## src/rtl/mdu_pkg.sv

```systemverilog
// Shared types and constants for the iterative multiply/divide unit.
package mdu_pkg;

  localparam int unsigned MDU_ITERS = 32;

  typedef enum logic [2:0] {
    NONE  = 3'd0,
    MULT  = 3'd1,
    MULTU = 3'd2,
    DIV   = 3'd3,
    DIVU  = 3'd4,
    MTHI  = 3'd5,
    MTLO  = 3'd6
  } mdu_op_t;

  // State names carry a prefix so they do not collide with the DIV opcode.
  typedef enum logic [1:0] {
    ST_IDLE,
    ST_MUL,
    ST_DIV,
    ST_FIX
  } mdu_state_t;

endpackage

```

## src/rtl/mdu_hilo_if.sv

```systemverilog
// Request/result bundle between the datapath (master) and the MDU (slave).
interface mdu_hilo_if import mdu_pkg::*; #(
  parameter int unsigned WIDTH = MDU_ITERS
);
  logic             start;
  mdu_op_t          op;
  logic [WIDTH-1:0] a;
  logic [WIDTH-1:0] b;
  logic             busy;
  logic             done;
  logic [WIDTH-1:0] hi;
  logic [WIDTH-1:0] lo;

  modport master (output start, op, a, b, input busy, done, hi, lo);
  modport slave  (input start, op, a, b, output busy, done, hi, lo);
endinterface

```

## src/rtl/mdu_step.sv

```systemverilog
// One radix-2 iteration: shift-add for multiply, restoring step for divide.
module mdu_step #(
  parameter int unsigned WIDTH = 32
) (
  input  logic             div_mode,
  input  logic [WIDTH-1:0] acc_hi,
  input  logic             in_bit,
  input  logic [WIDTH-1:0] operand,
  output logic [WIDTH-1:0] acc_hi_next,
  output logic             out_bit
);
  logic [WIDTH:0]   sum;
  logic [WIDTH:0]   rem_sh;
  logic [WIDTH-1:0] diff;

  always_comb begin
    sum    = {1'b0, acc_hi} + (in_bit ? {1'b0, operand} : '0);
    rem_sh = {acc_hi, in_bit};
    diff   = WIDTH'(rem_sh - {1'b0, operand});
    if (div_mode) begin
      out_bit     = (rem_sh >= {1'b0, operand});
      acc_hi_next = out_bit ? diff : rem_sh[WIDTH-1:0];
    end else begin
      // sum[0] is the finished product bit that drops into the low word
      out_bit     = sum[0];
      acc_hi_next = sum[WIDTH:1];
    end
  end
endmodule

```

## src/rtl/mdu_hilo.sv

```systemverilog
// Iterative MULT/DIV unit owning HI/LO; fixed WIDTH+1 cycle busy window.
// Signed MULT/DIV only when MDU_SIGNED_EN is defined, otherwise they act as MULTU/DIVU.
module mdu_hilo import mdu_pkg::*; #(
  parameter int unsigned WIDTH = MDU_ITERS
) (
  input  logic      clk,
  input  logic      reset,
  mdu_hilo_if.slave bus
);
  localparam int unsigned CNT_W = $clog2(WIDTH);
  localparam int unsigned ACC_W = 2 * WIDTH;

  mdu_state_t       state;
  logic [CNT_W-1:0] cnt;
  logic [ACC_W-1:0] acc;
  logic [WIDTH-1:0] opnd;
  logic             dz;
  logic [WIDTH-1:0] a_mag;
  logic [WIDTH-1:0] b_mag;
  logic [WIDTH-1:0] fix_hi;
  logic [WIDTH-1:0] fix_lo;
  logic [WIDTH-1:0] step_hi;
  logic             step_bit;
  logic             div_mode_c;
  logic             in_bit_c;
`ifdef MDU_SIGNED_EN
  logic             sgn_op;
  logic             neg_q;
  logic             neg_r;
  logic             is_div;
`endif

  assign div_mode_c = (state == ST_DIV);
  assign in_bit_c   = div_mode_c ? acc[WIDTH-1] : acc[0];

  mdu_step #(.WIDTH(WIDTH)) u_step (
    .div_mode    (div_mode_c),
    .acc_hi      (acc[ACC_W-1:WIDTH]),
    .in_bit      (in_bit_c),
    .operand     (opnd),
    .acc_hi_next (step_hi),
    .out_bit     (step_bit)
  );

  // Operand magnitudes at accept time
  always_comb begin
    a_mag = bus.a;
    b_mag = bus.b;
`ifdef MDU_SIGNED_EN
    sgn_op = (bus.op == MULT) || (bus.op == DIV);
    if (sgn_op && bus.a[WIDTH-1]) a_mag = -bus.a;
    if (sgn_op && bus.b[WIDTH-1]) b_mag = -bus.b;
`endif
  end

  // Final HI/LO with sign correction and divide-by-zero override
  always_comb begin
    fix_hi = acc[ACC_W-1:WIDTH];
    fix_lo = acc[WIDTH-1:0];
`ifdef MDU_SIGNED_EN
    if (is_div) begin
      if (neg_q) fix_lo = -acc[WIDTH-1:0];
      if (neg_r) fix_hi = -acc[ACC_W-1:WIDTH];
    end else if (neg_q) begin
      {fix_hi, fix_lo} = -acc;
    end
`endif
    if (dz) fix_lo = '1;
  end

  always_ff @(posedge clk) begin
    if (reset) begin
      state    <= ST_IDLE;
      cnt      <= '0;
      acc      <= '0;
      opnd     <= '0;
      dz       <= 1'b0;
      bus.busy <= 1'b0;
      bus.done <= 1'b0;
      bus.hi   <= '0;
      bus.lo   <= '0;
`ifdef MDU_SIGNED_EN
      neg_q    <= 1'b0;
      neg_r    <= 1'b0;
      is_div   <= 1'b0;
`endif
    end else begin
      bus.done <= 1'b0;
      case (state)
        ST_IDLE: begin
          if (bus.start) begin
            case (bus.op)
              MULT, MULTU: begin
                state    <= ST_MUL;
                bus.busy <= 1'b1;
                cnt      <= '0;
                acc      <= {WIDTH'(0), b_mag};
                opnd     <= a_mag;
                dz       <= 1'b0;
`ifdef MDU_SIGNED_EN
                neg_q    <= sgn_op && (bus.a[WIDTH-1] ^ bus.b[WIDTH-1]);
                neg_r    <= 1'b0;
                is_div   <= 1'b0;
`endif
              end
              DIV, DIVU: begin
                state    <= ST_DIV;
                bus.busy <= 1'b1;
                cnt      <= '0;
                acc      <= {WIDTH'(0), a_mag};
                opnd     <= b_mag;
                dz       <= (bus.b == '0);
`ifdef MDU_SIGNED_EN
                neg_q    <= sgn_op && (bus.a[WIDTH-1] ^ bus.b[WIDTH-1]);
                neg_r    <= sgn_op && bus.a[WIDTH-1];
                is_div   <= 1'b1;
`endif
              end
              MTHI:    bus.hi <= bus.a;
              MTLO:    bus.lo <= bus.a;
              default: ;
            endcase
          end
        end
        ST_MUL: begin
          acc <= {step_hi, step_bit, acc[WIDTH-1:1]};
          cnt <= cnt + CNT_W'(1);
          if (cnt == CNT_W'(WIDTH - 1)) state <= ST_FIX;
        end
        ST_DIV: begin
          acc <= {step_hi, acc[WIDTH-2:0], step_bit};
          cnt <= cnt + CNT_W'(1);
          if (cnt == CNT_W'(WIDTH - 1)) state <= ST_FIX;
        end
        ST_FIX: begin
          bus.hi   <= fix_hi;
          bus.lo   <= fix_lo;
          bus.busy <= 1'b0;
          bus.done <= 1'b1;
          state    <= ST_IDLE;
        end
        default: state <= ST_IDLE;
      endcase
    end
  end
endmodule

```

## src/flat_wrapper.sv

```systemverilog
// flat-port wrapper written by rule: the top's interface ports become plain ports
module mdu_hilo_flat import mdu_pkg::*;
#(
  parameter int unsigned WIDTH = MDU_ITERS
)
  (clk, reset, bus_start, bus_op, bus_a, bus_b, bus_busy, bus_done, bus_hi, bus_lo);
  mdu_hilo_if #(.WIDTH(WIDTH)) bus_i ();
  input  logic clk;
  input  logic reset;
  input wire logic [$bits(bus_i.start)-1:0] bus_start;
  input wire logic [$bits(bus_i.op)-1:0] bus_op;
  input wire logic [$bits(bus_i.a)-1:0] bus_a;
  input wire logic [$bits(bus_i.b)-1:0] bus_b;
  output wire logic [$bits(bus_i.busy)-1:0] bus_busy;
  output wire logic [$bits(bus_i.done)-1:0] bus_done;
  output wire logic [$bits(bus_i.hi)-1:0] bus_hi;
  output wire logic [$bits(bus_i.lo)-1:0] bus_lo;
  assign bus_i.start = bus_start;
  assign bus_i.op = bus_op;
  assign bus_i.a = bus_a;
  assign bus_i.b = bus_b;
  assign bus_busy = bus_i.busy;
  assign bus_done = bus_i.done;
  assign bus_hi = bus_i.hi;
  assign bus_lo = bus_i.lo;
  mdu_hilo #(.WIDTH(WIDTH)) u_core (.clk(clk), .reset(reset), .bus(bus_i));
endmodule
```

## config.mk

```make
export PLATFORM = sky130hd
export DESIGN_NAME = mdu_hilo_flat
export DESIGN_NICKNAME = d
export VERILOG_FILES = /design/src/rtl/mdu_pkg.sv /design/src/rtl/mdu_hilo_if.sv /design/src/rtl/mdu_step.sv /design/src/rtl/mdu_hilo.sv /design/src/flat_wrapper.sv
export SDC_FILE = /design/constraint.sdc
export NUM_CORES = 1
export LEC_CHECK = 0
export ABC_AREA = 1
export BUFFER_PORTS_ARGS = -buffer_cell sky130_fd_sc_hd__buf_2
export CORE_ASPECT_RATIO = 0.7
export CORE_UTILIZATION = 29
export DETAILED_ROUTE_END_ITERATION = 10
export SETUP_SLACK_MARGIN = 0.4
export SYNTH_ARGS = -nofsm -noshare
export SYNTH_HDL_FRONTEND = slang
export SYNTH_HIERARCHICAL = 1
export SYNTH_SLANG_ARGS = --single-unit
```

## constraint.sdc

```tcl
create_clock -name clk -period 7.6 [get_ports clk]
set_clock_uncertainty 0.15 [all_clocks]
set_input_delay 0.38 -clock clk [delete_from_list [all_inputs] [get_ports clk]]
set_output_delay 0.38 -clock clk [all_outputs]
set_load 0.03 [all_outputs]
```

==> flow_summary.ini <==
[synthesis]
synth_warnings = 6
seq_area_frac_synth = 0.2313
synthCells = 2632
synth_fp_nets = 2776
synth.lib_cells_used.distinct = 42
synthArstFlopShare = 0
post_synth_edffs = 0
postSynthRegisterBits = 170
syn_area_per_cell_um2 = 5.591
dominantRegCellSynth = sky130_fd_sc_hd__dfxtp_1
syn-cell-area_um2 = 14720

[timing]
totalNegativeSetupSlack_ps = 0
clock.fmax_mhz = 221.0
slew_headroom = 0.1644
finalCriticalPeriod_ps = 4525
report.final.slew_viol_count = 0
rsz_0062_raised_after_global_routing = no
timing_worst_slew_pin_value_ps = 1252
period_share = 0.5954
finalHoldViolations = 0
finalSetupViolCount = 0

[clock_network]
clock_root_cell = sky130_fd_sc_hd__clkbuf_16
clk_pin_slew_ps = 80
cts_made_buffers = 17
postCtsSetupRepairBufs = 0
postCtsHoldBufs = 1
clock_tree.buffer_depth = 2
count_of_h_tree_levels_built_during_cts = 4
insertion_delay_ps = 460
cts_tree = built
tritoncts_num_sinks = 170
post_cts.resized_instances = 0

[power_and_ir_drop]
vdd_ir_drop_max_mv = 0.2020
pwr-share-seq = 0.205
clkPwrFrac = 0.132
power.net_switching_uw = 3925
cell_internal_pwr_uw = 3058
p_leak_uw = 0.008716
power_density_nw_per_um2 = 425.8
power_frac_comb = 0.663
switching_share = 0.5621

[routing]
detail_route.first_pass.iterations = 6
post_drt_wl_per_cell_um = 15.97
total_wirelength_of_the_detailed_routed_design_mm = 53.73
route.vias.total = 16450
drt_iter0_drc = 2114
remaining_drc_errors = 0
final_antenna_net_count = 0
routed_via_density = 4.890

[critical_path]
critical_path.endpoint_type = flop
sort_of_element_at_the_start_of_the_critical_path = flop
cp.arrival_ps = 4730
cp_common_cell = sky130_fd_sc_hd__nand2_1
setup_cp_type = flop to flop
critPathSlowestCell = sky130_fd_sc_hd__o21ai_4
crit_chain = inv_1 > ha_1 > buf_4 > o21ai_4 > inv_1 > ha_1 > nand2_1 > nor2_1 > nand3_1 > nor2_1 > nand2_2 > nand2_4 > nor2_8 > nand2_4 > nand2_1 > nand2_1 > nand2_1 > nand2_1 > inv_1 > nor2_1 > o21ai_0 > nor2_1
worst-path-buf-inv = 4
worstPathRequired_ps = 7810
worst-path-max-fanout = 43
slowest_delay_ps = 850
critical_path.top_delay_family = simple AND/OR/NAND/NOR gates

[global_route]
grt_first_pass_wirelength_mm = 82.93
groute.usage.overall = 0.2040
grt_overflow = 0
antenna_violations_before_repair = 1
via_count_of_the_first_global_routing_pass = 14170
grt_max_degree = 100

[floorplanning]
initial_cell_density_of_the_core = 0.2962
core_area_um2 = 49690
die_outline_area_um2 = 51670
core.rowCount = 68
die-height_um = 190.5
io-pin-count = 136
dieWidth_um = 271.3

[cells_and_area]
layout.cells.most_common = sky130_fd_sc_hd__nand2_1
fill_cells = 5683
share_of_layout_cells_above_drive_strength_1 = 0.08565
flow.area_growth_from_synthesis_pct = 11.45
top_library_cells_by_usage_in_the_layout_fill_and_taps_aside = sky130_fd_sc_hd__nand2_1 (735), sky130_fd_sc_hd__nor2_1 (460), sky130_fd_sc_hd__inv_1 (370), sky130_fd_sc_hd__o21ai_0 (266), sky130_fd_sc_hd__nand3_1 (185)
num-nets-final = 2828
design_area_um2 = 16400

[placed_design]
placed_area_um2 = 15790
buffer_ports.inserted = 135
gpl.final_weighted_congestion = 0.9830
place_hpwl_mm = 40.91

[hold_path]
min_path_type = input pin to flop

[job]
maxCapViolCount = 0

[run_status]
run_status = completed
[power by group through the flow]
stage	clock network [uW]	logic (uW)	registers, uW
global route	969	5170	1460
global placement	0	4530	1450
finish	922	4630	1430
CTS	936	4540	1430
detailed placement	0	4510	1450
floorplan	0	3380	1410
[flip-flops by register name, indices dropped and copies added, names as in the netlist]
signal           flops
u_core/acc          64
u_core/bus.hi       32
u_core/bus.lo       32
u_core/opnd         32
u_core/cnt           5
u_core/state         2
u_core/bus.busy      1
u_core/bus.done      1
u_core/dz            1
[synthesized netlist by cell type, types with 3 or more instances]
cell                       instances  area (um^2)
sky130_fd_sc_hd__a21o_1            3        22.52
sky130_fd_sc_hd__o21bai_1          5        37.54
sky130_fd_sc_hd__a21oi_1          61        305.3
sky130_fd_sc_hd__inv_1           371         1393
sky130_fd_sc_hd__and2_1            4        25.02
sky130_fd_sc_hd__buf_1             3        11.26
sky130_fd_sc_hd__nor3_1            4        20.02
sky130_fd_sc_hd__nand4_1          18        112.6
sky130_fd_sc_hd__inv_2             8        30.03
sky130_fd_sc_hd__o21ai_1          12        60.06
sky130_fd_sc_hd__buf_2            24        120.1
sky130_fd_sc_hd__o21a_1            4        30.03
sky130_fd_sc_hd__buf_6            10        112.6
sky130_fd_sc_hd__nand2_1         735         2759
sky130_fd_sc_hd__nand2_2           9        56.30
sky130_fd_sc_hd__buf_4             5        37.54
sky130_fd_sc_hd__nand3b_1         32        240.2
sky130_fd_sc_hd__or2_2             7        43.79
sky130_fd_sc_hd__nor2_2           11        68.82
sky130_fd_sc_hd__xor2_1            5        43.79
sky130_fd_sc_hd__o21ai_0         267         1336
sky130_fd_sc_hd__dfxtp_1         170         3403
sky130_fd_sc_hd__o22ai_1          32        200.2
sky130_fd_sc_hd__ha_1             72        900.9
sky130_fd_sc_hd__nand2_4           5        56.30
sky130_fd_sc_hd__clkbuf_1         70        262.8
sky130_fd_sc_hd__o211a_1           5        50.05
sky130_fd_sc_hd__xnor2_1          15        131.4
sky130_fd_sc_hd__nor2_4            3        33.78
sky130_fd_sc_hd__nand3_1         185        925.9
sky130_fd_sc_hd__nor2_1          460         1727
[logic make-up after synthesis]
| family | share of synthesized area |
|---|---|
| xor gates and xnor gates | 0.01190 |
| DFF | 0.2313 |
| adders and majority gates | 0.06393 |
| and+or+nand+nor | 0.4171 |
| AOI/OAI and AO/OA | 0.1410 |
| buffers and inverters | 0.1348 |
[final timing paths]
check                                               startpoint                             end  slack (ps)  cells past startpoint
worst min-delay path                                 bus_b[25]    u_core/opnd[25]$_SDFFE_PP0P_         130                      5
worst max-delay path              u_core/state[0]$_SDFFE_PP0P_     u_core/acc[57]$_SDFFE_PP0P_        3070                     22
worst min register to register  u_core/bus.hi[25]$_SDFFE_PP0P_  u_core/bus.hi[25]$_SDFFE_PP0P_         350                      1
worst max register to register    u_core/state[0]$_SDFFE_PP0P_     u_core/acc[57]$_SDFFE_PP0P_        3070                     22
[layout make-up]
cell class	instances	area, um^2	share of cell area
Clock buffer	17	425.4	0.02594
Tap cell	665	832.0	0.05073
Inverter	381	1433	0.08734
Multi-Input combinational cell	1967	9364	0.5709
Clock inverter	15	168.9	0.01030
Timing Repair Buffer	147	768.2	0.04684
Sequential cell	170	3403	0.2075
Antenna cell	3	7.507	0.0004577
[worst register-to-register path, cell delays in order, from the launching register on]
cell and delay, ps:
sky130_fd_sc_hd__dfxtp_1 410, sky130_fd_sc_hd__inv_1 120, sky130_fd_sc_hd__ha_1 220, sky130_fd_sc_hd__buf_4 280
sky130_fd_sc_hd__o21ai_4 850, sky130_fd_sc_hd__inv_1 180, sky130_fd_sc_hd__ha_1 360, sky130_fd_sc_hd__nand2_1 80
sky130_fd_sc_hd__nor2_1 40, sky130_fd_sc_hd__nand3_1 80, sky130_fd_sc_hd__nor2_1 50, sky130_fd_sc_hd__nand2_2 70
sky130_fd_sc_hd__nand2_4 60, sky130_fd_sc_hd__nor2_8 330, sky130_fd_sc_hd__nand2_4 290, sky130_fd_sc_hd__nand2_1 320
sky130_fd_sc_hd__nand2_1 100, sky130_fd_sc_hd__nand2_1 70, sky130_fd_sc_hd__nand2_1 50, sky130_fd_sc_hd__inv_1 50
sky130_fd_sc_hd__nor2_1 30, sky130_fd_sc_hd__o21ai_0 190, sky130_fd_sc_hd__nor2_1 50
[metrics by stage]
step                hold slack [ps]  std cells  setup slack (ps)    util  total power, uW
detailed placement            335.1       3329              3131  0.3178             5958
global placement              328.1       3329              3195  0.3178             5975
floorplan                     299.1       2632              4364       -             4795
finish                        132.8       3365              3075  0.3301             6983
CTS                           127.6       3362              3107  0.3300             6901
global route                  164.1       3362              2735  0.3300             7597
[per-layer routing]
layer,global-route usage,vias up,part of all wire
met2,0.2732,677,0.38
met4,0.03155,2,0.0097
met5,0,-,0.00019
met3,0.03362,47,0.089
li1,-,8366,-
met1,0.3320,7362,0.52
No activity file was read; power rests on OpenSTA's default activity.
